<file path="src/rtl/sync_pkg.sv">
// Shared definitions for the sequential fixed-point multiplier.
//   - DefDataW / DefFracW : default operand width and fractional bit count
//   - state_e             : controller state encoding (IDLE, RUN, NORM, DONE)
package sync_pkg;

  localparam int unsigned DefDataW = 16;
  localparam int unsigned DefFracW = 8;

  typedef enum logic [1:0] {
    StIdle = 2'd0,
    StRun  = 2'd1,
    StNorm = 2'd2,
    StDone = 2'd3
  } state_e;

endpackage

</file>
<file path="src/rtl/fx_round_sat.sv">
// Combinational normalisation of a 2*DATA_W-bit signed product to DATA_W bits:
// optional round, arithmetic shift right by FRAC_W, then saturation.
// Optional feature macro: SEQMULT_ROUND_EN (add 2^(FRAC_W-1) before the shift,
// round half toward +infinity); when undefined the shift truncates (floor) and
// no adder is built.
// Ports:
//   acc     in  2*DATA_W  signed full-precision product
//   product out DATA_W    normalised, saturated result
//   ovf     out 1         result was clamped
module fx_round_sat import sync_pkg::*; #(
  parameter int unsigned DATA_W = DefDataW,
  parameter int unsigned FRAC_W = DefFracW
) (
  input  logic [2*DATA_W-1:0] acc,
  output logic [DATA_W-1:0]   product,
  output logic                ovf
);

  localparam int unsigned AccW = 2 * DATA_W;

  logic signed [AccW-1:0] rounded;
  logic signed [AccW-1:0] shifted;
  logic [AccW-DATA_W:0]   upper;

`ifdef SEQMULT_ROUND_EN
  localparam logic [AccW-1:0] Half = {{(AccW-1){1'b0}}, 1'b1} << (FRAC_W - 1);
  // Cannot overflow: |A*B| <= 2^(2*DATA_W-2), far below the accumulator limit.
  assign rounded = $signed(acc + Half);
`else
  assign rounded = $signed(acc);
`endif

  assign shifted = rounded >>> FRAC_W;

  // Bits DATA_W-1 and above must all equal the sign for the value to fit.
  assign upper = shifted[AccW-1:DATA_W-1];

  always_comb begin
    product = shifted[DATA_W-1:0];
    ovf     = 1'b0;
    if (!((&upper) || !(|upper))) begin
      ovf = 1'b1;
      if (shifted[AccW-1]) begin
        product = {1'b1, {(DATA_W-1){1'b0}}};
      end else begin
        product = {1'b0, {(DATA_W-1){1'b1}}};
      end
    end
  end

endmodule

</file>
<file path="src/rtl/seqmult_fx.sv">
// Sequential signed fixed-point multiplier (shift-and-add, one multiplier bit
// per clock), result = sat((A*B) >> FRAC_W).
// Optional feature macro: SEQMULT_ROUND_EN (round instead of truncate in NORM,
// implemented inside fx_round_sat).
// Ports:
//   clk          in  1       clock, rising edge
//   rst          in  1       synchronous reset, active high
//   start        in  1       request a multiply (sampled in IDLE only)
//   abort        in  1       cancel any operation, back to IDLE
//   multiplicand in  DATA_W  signed operand A
//   multiplier   in  DATA_W  signed operand B
//   busy         out 1       high in every state except IDLE
//   finish       out 1       one-cycle pulse, product/ovf valid
//   product      out DATA_W  registered saturated result
//   ovf          out 1       registered saturation flag
module seqmult_fx import sync_pkg::*; #(
  parameter int unsigned DATA_W = DefDataW,
  parameter int unsigned FRAC_W = DefFracW
) (
  input  logic              clk,
  input  logic              rst,
  input  logic              start,
  input  logic              abort,
  input  logic [DATA_W-1:0] multiplicand,
  input  logic [DATA_W-1:0] multiplier,
  output logic              busy,
  output logic              finish,
  output logic [DATA_W-1:0] product,
  output logic              ovf
);

  localparam int unsigned AccW = 2 * DATA_W;
  localparam int unsigned CntW = $clog2(DATA_W);

  state_e            state;
  logic [CntW-1:0]   counter;
  logic [AccW-1:0]   acc;
  logic [AccW-1:0]   b;
  logic [DATA_W-1:0] q;

  logic [DATA_W-1:0] norm_product;
  logic              norm_ovf;

  fx_round_sat #(
    .DATA_W (DATA_W),
    .FRAC_W (FRAC_W)
  ) u_round_sat (
    .acc     (acc),
    .product (norm_product),
    .ovf     (norm_ovf)
  );

  assign busy = (state != StIdle);

  always_ff @(posedge clk) begin
    if (rst) begin
      state   <= StIdle;
      counter <= '0;
      acc     <= '0;
      b       <= '0;
      q       <= '0;
      product <= '0;
      ovf     <= 1'b0;
      finish  <= 1'b0;
    end else if (abort) begin
      // Results of the last completed operation are deliberately kept.
      state  <= StIdle;
      finish <= 1'b0;
    end else begin
      unique case (state)
        StIdle: begin
          finish <= 1'b0;
          if (start) begin
            b       <= {{DATA_W{multiplicand[DATA_W-1]}}, multiplicand};
            q       <= multiplier;
            acc     <= '0;
            counter <= CntW'(DATA_W - 1);
            state   <= StRun;
          end
        end
        StRun: begin
          // The multiplier MSB has weight -2^(DATA_W-1), hence subtract last.
          if (q[0]) begin
            if (counter == '0) begin
              acc <= acc - b;
            end else begin
              acc <= acc + b;
            end
          end
          b <= b << 1;
          q <= q >> 1;
          if (counter == '0) begin
            state <= StNorm;
          end else begin
            counter <= counter - CntW'(1);
          end
        end
        StNorm: begin
          product <= norm_product;
          ovf     <= norm_ovf;
          finish  <= 1'b1;
          state   <= StDone;
        end
        StDone: begin
          finish <= 1'b0;
          state  <= StIdle;
        end
        default: begin
          finish <= 1'b0;
          state  <= StIdle;
        end
      endcase
    end
  end

endmodule

</file>
<file path="config.mk">
export PLATFORM = sky130hd
export DESIGN_NAME = seqmult_fx
export DESIGN_NICKNAME = d
export VERILOG_FILES = /design/src/rtl/sync_pkg.sv /design/src/rtl/fx_round_sat.sv /design/src/rtl/seqmult_fx.sv
export SDC_FILE = /design/constraint.sdc
export NUM_CORES = 1
export LEC_CHECK = 0
export CORE_ASPECT_RATIO = 1.1
export CORE_MARGIN = 3
export CORE_UTILIZATION = 38
export CTS_CLUSTER_SIZE = 20
export DETAILED_ROUTE_END_ITERATION = 6
export PLACE_DENSITY_LB_ADDON = 0.15
export SLEW_MARGIN = 20
export SYNTH_ARGS = -nofsm -noshare
export SYNTH_HDL_FRONTEND = slang
export SYNTH_HIERARCHICAL = 1
export SYNTH_SLANG_ARGS = --single-unit
</file>
<file path="constraint.sdc">
create_clock -name clk -period 4.2 [get_ports clk]
set_input_delay 0.84 -clock clk [delete_from_list [all_inputs] [get_ports clk]]
set_output_delay 0.84 -clock clk [all_outputs]
set_load 0.02 [all_outputs]
</file>
==> After elaboration in Yosys (flattened, before gate mapping) <==
Index checks and enable logic that the tools add are counted.
{ "word_totals": {"reg_bits": 104, "in_bits": 36, "out_inout_bits": 19, "elab_cells": 53} }
{ "op_classes": {"add_sub_neg": 3, "n_eq_ne": 7, "muxes": 18, "n_bitwise": 1, "reduce_logical": 16} }
{ "ops": {"columns": ["cell", "count"], "rows": [
  ["$mux W32", 4],
  ["$pmux W32 S2", 2],
  ["$mux W16", 3],
  ["$add A32 B32 Y32", 1],
  ["$pmux W16 S2", 1],
  ["$sub A32 B32 Y32", 1],
  ["$reduce_and A9 Y1", 1],
  ["$reduce_or A9 Y1", 1],
  ["$mux W4", 2],
  ["$ne A2 B2 Y1 const B", 4],
  ["$pmux W2 S4", 1],
  ["$pmux W4 S2", 1],
  ["$reduce_and A4 Y1", 2],
  ["$reduce_bool A2 Y1", 3],
  ["$eq A2 B2 Y1 const B", 2],
  ["$logic_not A4 Y1", 1],
  ["$mux W2", 2],
  ["$reduce_and A2 Y1", 2],
  ["$reduce_or A2 Y1", 2],
  ["$sub A4 B1 Y4 const B", 1],
  ["$reduce_and A3 Y1", 1],
  ["$eq A2 B1 Y1 const B", 1],
  ["$logic_not A2 Y1", 1],
  ["$pmux W1 S2", 1],
  ["other kinds (4)", 4]
]} }

==> Longest topological paths before layout <==
{ "logic_depth": {"depth_word": 4, "depth_mapped": 19, "ltp_nobuf": 18} }

==> Cells and area by module <==
Netlist, hierarchy kept.
{ "by_module_without_submodules": {"columns": ["mod", "instances", "cells_per_inst", "area_per_inst_um2"], "rows": [
  ["seqmult_fx", 1, 788, 6357.3],
  ["fx_round_sat", 1, 45, 300.3]
]} }

==> Worst setup path before layout <==
No wires, ideal clock.
{ "synth_timing": {"kind": "register -> register", "startpoint": "register b[7]", "endpoint": "register acc[27]", "setup_time_ns": 0.117, "t_arrival_ns": 3.717, "required_time_ns": 4.083, "path_slack_ns": 0.366, "path_stages_with_launch": 20, "period_less_slack_ns": 3.834, "cell_sequence": "dfxtp_1 -> buf_2 -> nor4_2 -> nand3_1 -> or4_1 -> nor2_1 -> nand3b_1 -> nand2_1 -> xor2_1 -> ha_1 -> clkbuf_1 -> a21o_1 -> a31oi_1 -> o21ai_0 -> or3_1 -> a21oi_1 -> or2_2 -> o21ai_0 -> xor2_1 -> a22o_1"} }
{ "synth_via": {"elab_chain_cells": 4} }
{ "synth_rtl": {"columns": ["item", "line", "source"], "rows": [
  ["from (decl)", "seqmult_fx.sv:38", "logic [AccW-1:0] b;"],
  ["from (signal assigned)", "seqmult_fx.sv:74", "b <= {{DATA_W{multiplicand[DATA_W-1]}}, multiplicand};"],
  ["from (signal assigned)", "seqmult_fx.sv:90", "b <= b << 1;"],
  ["$add A32 B32 Y32 or $sub A32 B32 Y32 (tied branches)", "seqmult_fx.sv:87, seqmult_fx.sv:85", null],
  ["$mux W32 (*)", "seqmult_fx.sv:84", "if (counter == '0) begin"],
  ["$mux W32 (*)", "seqmult_fx.sv:83", "if (q[0]) begin"],
  ["$pmux W32 S2 (*)", "seqmult_fx.sv:70", "unique case (state)"],
  ["to (signal assigned)", "seqmult_fx.sv:85", "acc <= acc - b;"],
  ["to (signal assigned)", "seqmult_fx.sv:87", "acc <= acc + b;"],
  ["to (decl)", "seqmult_fx.sv:37", "logic [AccW-1:0] acc;"]
]} }
Mark *: on every way between the ends. The rest lies on a longest branch, timed or not. The select of a mux whose other input is x is not followed.
A chain may end at the register's enable or synchronous reset.

==> Final worst setup path <==
{ "layout_timing": {"startpoint": "register b[8]", "endpoint": "register acc[25]"} }
The elaborated chain is that of the path after synthesis.

==> results.env <==
SYNTH_MOST_COMMON_CELL='dfxtp_1'
TIGHTESTPINTRANSITION_PS=808.1
CP-END-KIND='flop'
SYNTH_WARNINGS=6
RSZ_0062_RAISED_AFTER_GLOBAL_ROUTING='false'
CRITPATHSLOWESTCELL='or4_1'
SYNTH_ASYNC_SR_FLOP_SHARE_PCT=0
START_KIND='flop'
SYNTH_SEQ_AREA_SHARE_PCT=31.27
YS_TOP_CELLS_BY_AREA='dfxtp_1 31%, ha_1 7.0%, a21oi_1 6.2%'
WORST_PATH_DOMINANT_CELL_FAMILY='simple AND/OR/NAND/NOR gates'
DR_ITER_0_VIOLS=260
FIN_CRIT_SH_PCT=93.10
AVGSYNTHCELLAREA_SQ_UM=7.992
PATH_CLASS='reg -> reg'
YOSYS.AREA_SHARE.SIMPLE_PCT=18.47
INITIAL_CORE_UTILIZATION_PCT=38.98
NFILLCELLS=1692
HOLD_PATH.STARTPOINT='product[5]'
ROWS=50
SYNTH-ADDER-AREA-SHARE_PCT=7.254
POST_SYNTH_MUX_AREA_SHARE_PCT=4.811
TOTAL_WIRELENGTH_OF_THE_DETAILED_ROUTED_DESIGN_MM=16.27
CTSLONGESTPATHBUFFERS=2
IO_PINS=55
SYN_AREA_SQ_UM=6658
ROOT_BUFFER='clkbuf_16'
DP_SLACK_PS=190.6
N_ANTENNA_CELL=0
ROUTE.DETAILED.WL_PER_INST_UM=14.79
WP_BUF_INV=1
PLACEABLECOREAREA_SQ_UM=17080
WORSTREG2REGSTART='b[8]'
WORST_EP_ARRIVAL_TIME_PS=4160
POSTSYNTH.TOPFLOPCELL='dfxtp_1'
SYNTHTOPCELLSBYCOUNT='104 x dfxtp_1, 96 x nor2_1, 82 x a21oi_1, 68 x nand2_1, 51 x a211oi_1'
NET_SWITCHING_POWER_FIGURE_W=0.001128
SYNTH_EDF_COUNT=0
FINAL_CRITICAL_PATH_SETUP_SLACK_PS=289.7
SYNTHCELLS=833
ANTENNA_VIOLATIONS_BEFORE_REPAIR=0
WORST_EP_REQUIRED_TIME_PS=4450
VDD_DROP_MAX_mV=0.1962
POSTROUTEANTENNANETS=0
TRITONCTS='built'
POWER_PER_CELL_AREA_nW_PER_UM2=408.3
MAX_FREQ_MHz=255.7
SLOWEST_DELAY_PS=500
INTERNAL-POWER_W=0.002051
DRT_DRC_VIOLATIONS_LEFT=0
VIA_COUNT_OF_THE_FIRST_GLOBAL_ROUTING_PASS=5545
COMPOUND_GATE_PORTION_OF_THE_SYNTHESIZED_AREA_PCT=25.69
GRT_START_MAX_NET_PINS=91
FINALSETUPVIOLCOUNT=0
POWER.TOTAL_W=0.003179
TIMING.FINAL.CRIT_PERIOD_PS=3910
SYNTH.TOP_CELL.AREA_SHARE_PCT=31.27
PATH_CELLS='nor4_4 -> nand3_1 -> or4_1 -> nand2_1 -> xor2_1 -> ha_1 -> nand4_1 -> or3_1 -> a2bb2oi_1 -> o211ai_1 -> o31ai_2 -> buf_4 -> o21bai_1 -> a31oi_1 -> xnor2_1 -> a22o_1'
RUN_STATUS='complete, no violations'
P_SW_SHARE_PCT=35.47
PWR-SHARE-COMB_PCT=36.8
POSTLAYOUTCELLAREA_SQ_UM=7786
WORST_CLOCK_SKEW_PS=10.18
PORT_BUFFERS=54
COMBINATIONAL_FAMILY_WITH_THE_MOST_AREA_AFTER_SYNTHESIS='compound AO/OA/AOI/OAI gates'
TNS_PS=0
DIEAREA_SQ_UM=19150
CLOCK_LATENCY_PS=350
DETAIL_ROUTE.VIAS_PER_CELL=5.315
DPL.HPWL_MM=12.07
SYNTHDISTINCTLIBCELLS=57
CAP_VIOLATIONS=0
CTS_NUM_SINKS=104
NET_COUNT_AFTER_SYNTHESIS=907
DRT-PASS1-ITER-COUNT=4
DIE_X_UM=132.2
FINALHOLDVIOLATIONS=0
GR_USAGE_TOTAL_PCT=16.92
WORSTPATHMAXFANOUT=7
FINAL_NET_COUNT=935
CTS_MADE_BUFFERS=9
YOSYS_REGISTER_BITS=104
CLOCK_POWER_SHARE_PCT=28.1
DPL-INSTANCE-AREA_SQ_UM=7417
CTS.CLK_SLEW.WORST_PATHS_PS=70
CRITICAL_PATH.STARTPOINT='b[8]'
SHARE_SEQ_OF_TOTAL_POWER_PCT=35.1
FRACTION_OF_LAYOUT_CELLS_WITH_A_SIZE_SUFFIX_ABOVE_1_PCT=6.813
MAXSLEWHEADROOM_PCT=46.12
WORST_MIN_DELAY_PATH_CATEGORY='reg -> reg'
VIA_COUNT=5847
MAXSLEWVIOLCOUNT=0
GRT_FIRST_PASS_WIRELENGTH_MM=26.88
FLOORPLAN.DIE.HEIGHT_UM=144.8
GPL.FINAL_WEIGHTED_CONGESTION=0.8892
HOLDWS_PS=454.8
GRT-OVFL-TOTAL=0
POWER.STATIC_LEAKAGE_nW=2.934
SYNTH_AREA_LEADER_CELL='dfxtp_1'
CLOCK_TREE.HTREE_LEVEL_COUNT=3
AREA_GROWTH_SYN_TO_LAYOUT_PCT=16.95
POST_SYNTH_XOR_AREA_FRACTION_PCT=7.367
cells in the final DEF (no fill, tap or decap), types with 16 or more instances in the layout:
master,n
mux2i_1,32
clkdlybuf4s50_1,53
xor2_1,18
a21oi_1,82
o21ai_0,25
nor3_1,18
inv_1,20
ha_1,36
dfxtp_1,104
nand2_1,67
xnor2_1,38
a2bb2oi_1,16
buf_4,26
a211oi_1,50
nand3_1,24
nor2_1,96
cells by family after synthesis:
group | after synthesis
AND/OR/NAND/NOR | 261
AO/OA/AOI/OAI | 259
flip-flops | 104
buffers and inverters | 83
XOR/XNOR | 56
adder cells (fa/ha/maj) | 38
multiplexers | 32
flip-flops by register name, indices dropped and copies added, names as in the netlist:
register  flops
product      16
counter       4
finish        1
b            32
q            16
ovf           1
acc          32
state         2
stage by stage:
stage | std cells | util (%)
floorplan | 833 | -
global placement | 1082 | 43.41
detailed placement | 1082 | 43.43
CTS | 1098 | 45.27
global route | 1100 | 45.59
finish | 1100 | 45.59
worst register-to-register path, delay by kind of cell (launching register included):
family	cells	cell delay, ps
compound gates	6	940
xor+xnor	2	210
fa+ha+maj	1	410
buf+inv	1	150
flops	1	380
simple gates	6	1700
power by group through the flow:
stage	Clock, W	Sequential (W)	Combinational, W
after global placement	0	0.00113	0.00115
after CTS	0.000919	0.00111	0.00116
after detailed placement	0	0.00114	0.00115
after floorplan	0	0.00111	0.000899
after global routing	0.000957	0.00112	0.00130
final	0.000894	0.00111	0.00117
metal layers:
layer	GRT usage (%)	routed length, um	up-vias
met5	0	0	-
met4	6.565	325	0
met3	2.386	677	23
met2	28.44	7189	119
met1	22.26	8080	2623
li1	-	-	3082
layout make-up:
class / count / area, sq um / area share, %
clock buffer: 11 / 252.7 / 3.246
clock inverter: 5 / 62.56 / 0.8035
inverter: 20 / 75.07 / 0.9642
multi-input combinational: 646 / 4290 / 55.10
sequential: 104 / 2082 / 26.74
tap: 234 / 292.8 / 3.760
timing repair buffer: 80 / 730.7 / 9.385
path summary, 6_finish.rpt:
check / end / slack, ps / cells past startpoint
hold reg to reg: product[5] / 450 / 2
hold / removal: product[5] / 450 / 2
setup reg to reg: acc[25] / 290 / 16
setup / recovery: acc[25] / 290 / 16
timing repair:
action	in CTS	in global routing
buffers inserted	0	2
hold buffers	0	0
setup endpoints to repair	0	4
resized for setup	0	5
Power figures use the tool's default switching activity.
